===== src/rtl/fetch_unit_if.sv =====
// Fetch-unit bus bundle: instruction memory read port, execute redirect and the
// valid/ready instruction stream towards decode.
interface fetch_unit_if #(
    parameter int unsigned ADDR_W = 16
);
    logic              imem_req;
    logic [ADDR_W-1:0] imem_addr;
    logic              imem_ack;
    logic [15:0]       imem_rdata;

    logic              redirect;
    logic [ADDR_W-1:0] redirect_pc;

    logic              instr_valid;
    logic [15:0]       instr;
    logic [ADDR_W-1:0] instr_pc;
    logic              instr_ready;

    modport master (
        output imem_req, imem_addr, instr_valid, instr, instr_pc,
        input  imem_ack, imem_rdata, redirect, redirect_pc, instr_ready
    );

    modport slave (
        input  imem_req, imem_addr, instr_valid, instr, instr_pc,
        output imem_ack, imem_rdata, redirect, redirect_pc, instr_ready
    );
endinterface


===== src/rtl/fetch_unit.sv =====
// Instruction fetch stage: halfword reads from instruction memory into a 2-entry
// FIFO feeding decode, with branch redirect that flushes and drains stale reads.
module fetch_unit #(
    parameter int unsigned       ADDR_W   = 16,
    parameter logic [ADDR_W-1:0] RESET_PC = '0
) (
    input logic          clk,
    input logic          reset,
    fetch_unit_if.master bus
);
    localparam int unsigned DATA_W = 16;

    typedef enum logic {FETCH, DRAIN} state_e;

    typedef struct packed {
        logic [DATA_W-1:0] instr;
        logic [ADDR_W-1:0] pc;
    } entry_t;

    state_e            state_q, state_d;
    logic [ADDR_W-1:0] fetch_pc_q, fetch_pc_d;
    logic [ADDR_W-1:0] addr_q, addr_d;
    logic              req_q, req_d;
    logic              valid_q, valid_d;
    logic [1:0]        count_q, count_d;
    entry_t            head_q, head_d;
    entry_t            tail_q, tail_d;

    logic              transfer;
    logic              pop;
    logic              push;
    logic [ADDR_W-1:0] target;
    entry_t            new_entry;

    // Next-state: redirect outranks everything, DRAIN swallows the stale ack.
    always_comb begin
        transfer   = req_q && bus.imem_ack;
        pop        = valid_q && bus.instr_ready;
        target     = bus.redirect_pc & ~ADDR_W'(1);
        new_entry  = '{instr: bus.imem_rdata, pc: fetch_pc_q};
        push       = 1'b0;
        state_d    = state_q;
        fetch_pc_d = fetch_pc_q;
        addr_d     = addr_q;
        req_d      = req_q;
        count_d    = count_q;
        head_d     = head_q;
        tail_d     = tail_q;

        if (bus.redirect) begin
            count_d    = 2'd0;
            fetch_pc_d = target;
            if (req_q && !bus.imem_ack) begin
                // Outstanding read cannot be withdrawn: keep req/addr, drop it on ack.
                state_d = DRAIN;
            end else begin
                state_d = FETCH;
                req_d   = 1'b1;
                addr_d  = target;
            end
        end else if (state_q == DRAIN) begin
            if (bus.imem_ack) begin
                state_d = FETCH;
                req_d   = 1'b0;
                addr_d  = fetch_pc_q;
            end
        end else begin
            push = transfer;
            if (transfer) begin
                fetch_pc_d = fetch_pc_q + ADDR_W'(2);
            end
            count_d = count_q + 2'(push) - 2'(pop);

            if (pop) begin
                head_d = tail_q;
            end
            if (push) begin
                if (count_q == 2'd0 || (count_q == 2'd1 && pop)) begin
                    head_d = new_entry;
                end else begin
                    tail_d = new_entry;
                end
            end

            req_d  = (req_q && !bus.imem_ack) || (count_d != 2'd2);
            addr_d = fetch_pc_d;
        end

        valid_d = (count_d != 2'd0);
    end

    always_ff @(posedge clk) begin
        if (reset) begin
            state_q    <= FETCH;
            fetch_pc_q <= RESET_PC;
            addr_q     <= RESET_PC;
            req_q      <= 1'b0;
            valid_q    <= 1'b0;
            count_q    <= 2'd0;
            head_q     <= '0;
            tail_q     <= '0;
        end else begin
            state_q    <= state_d;
            fetch_pc_q <= fetch_pc_d;
            addr_q     <= addr_d;
            req_q      <= req_d;
            valid_q    <= valid_d;
            count_q    <= count_d;
            head_q     <= head_d;
            tail_q     <= tail_d;
        end
    end

    assign bus.imem_req    = req_q;
    assign bus.imem_addr   = addr_q;
    assign bus.instr_valid = valid_q;
    assign bus.instr       = head_q.instr;
    assign bus.instr_pc    = head_q.pc;

endmodule


===== src/flat_wrapper.sv =====
// flat-port wrapper written by rule: the top's interface ports become plain ports
module fetch_unit_flat 
#(
    parameter int unsigned       ADDR_W   = 16,
    parameter logic [ADDR_W-1:0] RESET_PC = '0
)
  (clk, reset, bus_imem_req, bus_imem_addr, bus_instr_valid, bus_instr, bus_instr_pc, bus_imem_ack, bus_imem_rdata, bus_redirect, bus_redirect_pc, bus_instr_ready);
  fetch_unit_if #(.ADDR_W(ADDR_W)) bus_i ();
  input logic clk;
  input logic reset;
  output wire logic [$bits(bus_i.imem_req)-1:0] bus_imem_req;
  output wire logic [$bits(bus_i.imem_addr)-1:0] bus_imem_addr;
  output wire logic [$bits(bus_i.instr_valid)-1:0] bus_instr_valid;
  output wire logic [$bits(bus_i.instr)-1:0] bus_instr;
  output wire logic [$bits(bus_i.instr_pc)-1:0] bus_instr_pc;
  input wire logic [$bits(bus_i.imem_ack)-1:0] bus_imem_ack;
  input wire logic [$bits(bus_i.imem_rdata)-1:0] bus_imem_rdata;
  input wire logic [$bits(bus_i.redirect)-1:0] bus_redirect;
  input wire logic [$bits(bus_i.redirect_pc)-1:0] bus_redirect_pc;
  input wire logic [$bits(bus_i.instr_ready)-1:0] bus_instr_ready;
  assign bus_imem_req = bus_i.imem_req;
  assign bus_imem_addr = bus_i.imem_addr;
  assign bus_instr_valid = bus_i.instr_valid;
  assign bus_instr = bus_i.instr;
  assign bus_instr_pc = bus_i.instr_pc;
  assign bus_i.imem_ack = bus_imem_ack;
  assign bus_i.imem_rdata = bus_imem_rdata;
  assign bus_i.redirect = bus_redirect;
  assign bus_i.redirect_pc = bus_redirect_pc;
  assign bus_i.instr_ready = bus_instr_ready;
  fetch_unit #(.ADDR_W(ADDR_W), .RESET_PC(RESET_PC)) u_core (.clk(clk), .reset(reset), .bus(bus_i));
endmodule

===== config.mk =====
export PLATFORM = sky130hd
export DESIGN_NAME = fetch_unit_flat
export DESIGN_NICKNAME = d
export VERILOG_FILES = /design/src/rtl/fetch_unit_if.sv /design/src/rtl/fetch_unit.sv /design/src/flat_wrapper.sv
export SDC_FILE = /design/constraint.sdc
export NUM_CORES = 1
export LEC_CHECK = 0
export CAP_MARGIN = 30
export CORE_MARGIN = 4
export CORE_UTILIZATION = 52
export DETAILED_ROUTE_END_ITERATION = 7
export MAX_ROUTING_LAYER = met4
export PLACE_DENSITY = 0.85
export SLEW_MARGIN = 20
export SYNTH_ARGS = -nofsm -noshare
export SYNTH_HDL_FRONTEND = slang
export SYNTH_SLANG_ARGS = --single-unit

===== constraint.sdc =====
create_clock -name clk -period 2.02 [get_ports clk]
set_input_delay 0.404 -clock clk [delete_from_list [all_inputs] [get_ports clk]]
set_output_delay 0.404 -clock clk [all_outputs]
set_load 0.05 [all_outputs]

# Word-level counts from Yosys, hierarchy flattened

Index checks and enable logic that the tools add are counted.

Bits of input ports: 37
Output and inout bits: 50
Logic and storage cells: 55
Register bits: 101

Bitwise gates (word level): 3
Equality and inequality tests: 5
Add/sub/neg operators: 3
Mux-type cells: 20
Reductions and logical operators: 13

Operators with widths:

| kind                                          | number |
|---|---|
| two-way mux 16 bit                            | 7 |
| two-way mux 32 bit                            | 3 |
| adder 16 x 2 -> 16 bit, second input constant | 1 |
| two-way mux 1 bit                             | 8 |
| != test 2 bit, second input constant          | 3 |
| logical AND 1 bit                             | 4 |
| two-way mux 2 bit                             | 2 |
| AND reduction 2 bit                           | 2 |
| AND reduction 4 bit                           | 1 |
| != test 3 bit, second input constant          | 1 |
| inverter 1 bit                                | 3 |
| adder 2 x 1 -> 2 bit                          | 1 |
| == test 2 x 1 -> 1 bit, second input constant | 1 |
| zero test 2 bit                               | 1 |
| logical OR 1 bit                              | 2 |
| nonzero test 2 bit                            | 1 |
| OR reduction 2 bit                            | 1 |
| subtractor 2 x 1 -> 2 bit                     | 1 |
| zero test 1 bit                               | 1 |

# Depth between registers and ports, before layout

Depth in word-level cells: 7
Mapped depth: 8
Depth with buffers taken out: 8

# Least setup slack after synthesis

OpenSTA, ideal clock, no wires.

Kind: register -> register
From: reg u_core.valid_q, in the netlist u_core.bus.instr_valid
To: reg u_core.valid_q, in the netlist u_core.bus.instr_valid
Data required time: 1,933 ps
Arrival time: 1,875 ps
Clock period less this slack: 1,962 ps
Buffers on the path: 0
Cell stages (with the launch flop): 9
Library setup time: 87 ps
Setup slack: 58 ps
Cells stage by stage: dfxtp_1 -> nand2_1 -> and2_1 -> nand2b_1 -> ha_1 -> xor2_1 -> nor2_1 -> xnor2_1 -> a211oi_1

Cells in the longest elaborated chain, start to end: 5

RTL lines:

| item                      | RTL line          | source |
|---|---|---|
| start: declaration        | fetch_unit.sv:24  | `logic valid_q, valid_d;` |
| start signal: assignment  | fetch_unit.sv:107 | `valid_q <= valid_d;` |
| logical AND 1 bit         | fetch_unit.sv:38  | `pop = valid_q && bus.instr_ready;` |
| subtractor 2 x 1 -> 2 bit | fetch_unit.sv:72  | `count_d = count_q + 2'(push) - 2'(pop);` |
| two-way mux 2 bit         | fetch_unit.sv:61  | `end else if (state_q == DRAIN) begin` |
| two-way mux 2 bit         | fetch_unit.sv:50  | `if (bus.redirect) begin` |
| nonzero test 2 bit        | fetch_unit.sv:89  | `valid_d = (count_d != 2'd0);` |

Every way passes these cells.
A chain may end at the register's enable or synchronous reset.

# Worst setup path after layout

From: reg u_core.valid_q, in the netlist u_core.bus.instr_valid
To: out bus_instr_valid

RTL lines:

| item             | RTL line           | source |
|---|---|---|
| end: declaration | flat_wrapper.sv:13 | `output wire logic [$bits(bus_i.instr_valid)-1:0] bus_instr_valid;` |

No word-level cell between the ends.

==> summary.md <==
| Metric | Value |
|---|---|
| Outcome | `complete, no violations` |
| Synth-to-layout area growth | `30.2%` |
| Worst path depth | `1` |
| Vias in the first global route | `3889` |
| Simple-gate share of the synthesized area | `0.206` |
| Mapped Nets | `roughly 540` |
| Top FF cell, synth | `dfxtp_1` |
| Detailed Routing Iterations Pass 1 | `4` |
| HPWL Detailed | `7710 um` |
| Syn Inst Count | `500` |
| Crit path from | `u_core.bus.instr_valid` |
| Syn_area_per_cell | `9.05 um2` |
| FMAX | `506 MHz` |
| Mux contribution to synthesized area | `0.0802` |
| Max stage delay on crit path | `~0.82 ns` |
| Post-layout min period | `1.97 ns` |
| Vias per cell | `5.53` |
| Max-cap violations | `0` |
| HP Start | `u_core.tail_q[24]` |
| Combinational Power Share | `0.208` |
| Post-route DRC | `0` |
| Post-synthesis register bit count | `98` |
| Detail Route Antenna Nets | `0` |
| Max Root-Sink Buffers | `2` |
| Die Y | `101 um` |
| First-pass GRT wire length | `17800 um` |
| Final hold vios | `0` |
| Largest net degree at the start of global routing | `45` |
| Cell Int Power | `3.21 mW` |
| Combinational family with the most area after synthesis | `simple AND/OR/NAND/NOR gates` |
| Input/output buffers | `84` |
| DR iter-0 viols | `~230` |
| Number of diodes | `0` |
| Post-CTS Setup Bufs | `0` |
| Tcrit/Tclk final | `0.978` |
| Synth Area in Compound Gates | `0.198` |
| Clock power frac | `0.327` |
| Final setup viols | `0` |
| Async SR Flop Fraction | `0` |
| Required @ worst endpoint | `1.62 ns` |
| CP max stage cell | `clkdlybuf4s50_1` |
| PostCTS Resize Cnt | `0` |
| Setup_tns | `0 ns` |
| Via Count | `3882` |
| Hold depth | `2` |
| Critical path launch point type | `flip-flop` |
| Reg2reg start | `u_core.fetch_pc_q[6]` |
| CP bufs+invs | `1` |
| Final Cell Area | `0.00589 mm2` |
| Register area share after synthesis | `0.434` |
| Worst-margin pin slew | `0.567 ns` |
| Reg clk slew, reported paths | `0.09 ns` |
| Worst path top cell family by delay | `buffers and inverters` |
| Layout cells sized above 1 | `0.176` |
| Nets@finish | `632` |
| Sw Ratio | `0.286` |
| Die width | `101 um` |
| Initial Util | `0.542` |
| Peak supply drop | `between 0.4 and 0.5 mV` |
| Worst Path Arrival | `1.57 ns` |
| TritonCTS clock tree | `built` |
| Initial antenna violation count | `0` |
| Worst-path fanout max | `3` |
| Setup CP Type | `flip-flop to output port` |
| Leak Pwr | `approximately 2.1 nW` |
| R2r setup slk | `0.19 ns` |
| I/O pin count | `slightly below 90` |
| Yosys cell types | `56` |
| Flop pwr share | `0.465` |
| Cell Area, Placed | `0.00565 mm2` |
| Clk_skew | `0.00565 ns` |
| Relative slew slack | `0.621` |
| Setup crit end kind | `output port` |
| Num CTS Buffers | `9` |
| Synth Area in Adders | `0.00553` |
| Synth Cell Area | `0.00452 mm2` |
| Type of the most critical hold path | `flip-flop to flip-flop` |
| WL/cell | `15.5 um` |
| Total track usage | `0.222` |
| Worst-path cell chain | `clkdlybuf4s50_1` |
| Final wirelength | `10900 um` |
| Max-slew violations | `0` |
| Cell Rows | `33` |
| Htree depth | `3` |
| Reg2Reg Depth | `5` |
| Total die area | `0.0103 mm2` |
| Global route total overflow | `0` |
| Psw | `1.29 mW` |
| YS warnings | `0` |
| Clock Sinks | `98` |
| CTS root buf | `clkbuf_8` |
| Post-synthesis xor/xnor area fraction | `0.0252` |
| Post-synth EDFFs | `0` |
| Area of the core | `0.00834 mm2` |
| CTS Hold Bufs | `0` |
| Placer Congestion | `0.905` |
| Pwr dens | `764 mW/mm2` |
| Worst skew pair latency | `0.36 ns` |
[per-stage QoR]
| stage | cells | hold slack, ns | power, mW | util | worst slack (ns) |
|---|---|---|---|---|---|
| after floorplan | 500 | 0.436 | 2.73 | - | 0.0583 |
| after detailed placement | 687 | 0.446 | 3.07 | 0.677 | -0.239 |
| after CTS | 702 | 0.459 | 4.52 | 0.705 | 0.0422 |
| after global routing | 702 | 0.472 | 4.67 | 0.706 | -0.000395 |
| after global placement | 687 | 0.441 | 3.04 | 0.677 | -0.231 |
| final | 702 | 0.457 | 4.50 | 0.706 | 0.0450 |
[per-layer routing]
layer / up-vias / routed length [um] / GRT usage
li1: 1913 / - / -
met1: 1829 / 4750 / 0.274
met2: 121 / 5260 / 0.365
met3: 19 / 655 / 0.0351
met4: 0 / 197 / 0.0849
met5: - / 0 / -
[cells in the final DEF, fill, tap and decap left out, types with 2 or more instances in the layout]
cell type / instances
or2_1: 2
nor3_1: 12
buf_4: 36
buf_12: 6
o311a_1: 2
o21ai_0: 8
clkbuf_8: 9
bufinv_16: 3
clkdlybuf4s50_1: 80
mux2i_1: 34
and3_1: 3
a211oi_2: 32
xnor2_1: 5
inv_1: 6
nand3b_1: 5
xor2_1: 7
a211oi_1: 7
nor4_1: 3
o31ai_1: 2
ha_1: 2
nand2_1: 80
nor3b_1: 3
dfxtp_1: 98
nor4_4: 3
nor2_1: 61
a21oi_1: 45
a311oi_1: 2
a31oi_1: 2
nand3_1: 3
and2_1: 4
[state kept, by name, summed over array words and instances (netlist names)]
register,flops
u_core.count_q,2
u_core.state_q,1
u_core.bus.imem_req,1
u_core.bus.instr_valid,1
u_core.tail_q,31
u_core.bus.instr_pc,16
u_core.bus.imem_addr,15
u_core.fetch_pc_q,15
u_core.bus.instr,16
[path summary, 6_finish.rpt]
kind	to
min	u_core.tail_q[24]
max reg2reg	u_core.bus.imem_addr[15]
max	bus_instr_valid
min reg2reg	u_core.tail_q[24]
[cells by family (layout without fill, tap and decap cells)]
family,Yosys count,count (layout)
buffers and inverters,47,144
muxes,36,36
AOI/OAI and AO/OA,111,111
other,1,1
xor gates and xnor gates,13,13
and+or+nand+nor,192,192
DFF,98,98
adders and majority gates,2,2
[Yosys cell counts (6+ instances only)]
cell type | instances | share of area
a211oi_1 | 7 | 0.012
a211oi_2 | 32 | 0.089
a21oi_1 | 45 | 0.050
buf_2 | 10 | 0.011
clkbuf_1 | 21 | 0.017
dfxtp_1 | 98 | 0.43
inv_1 | 6 | 0.0050
mux2i_1 | 34 | 0.075
nand2_1 | 80 | 0.066
nor2_1 | 61 | 0.051
nor3_1 | 12 | 0.013
o21ai_0 | 8 | 0.0089
xor2_1 | 8 | 0.015
[area by class of cell]
type	instances	area, um2
multi-input combinational	355	2340
sequential	98	1960
fill	608	2450
tap	105	131
clock buffer	10	128
clock inverter	5	104
timing repair buffer	123	1200
inverter	6	22.5
[power by group through the flow]
stage | clock, mW | sequential, mW | combinational (mW)
after floorplan | 0 | 2.36 | 0.368
after global placement | 0 | 2.13 | 0.911
after detailed placement | 0 | 2.14 | 0.930
after CTS | 1.50 | 2.09 | 0.935
after global routing | 1.57 | 2.11 | 0.992
final | 1.47 | 2.09 | 0.934
(Power assumes the default switching activity.)
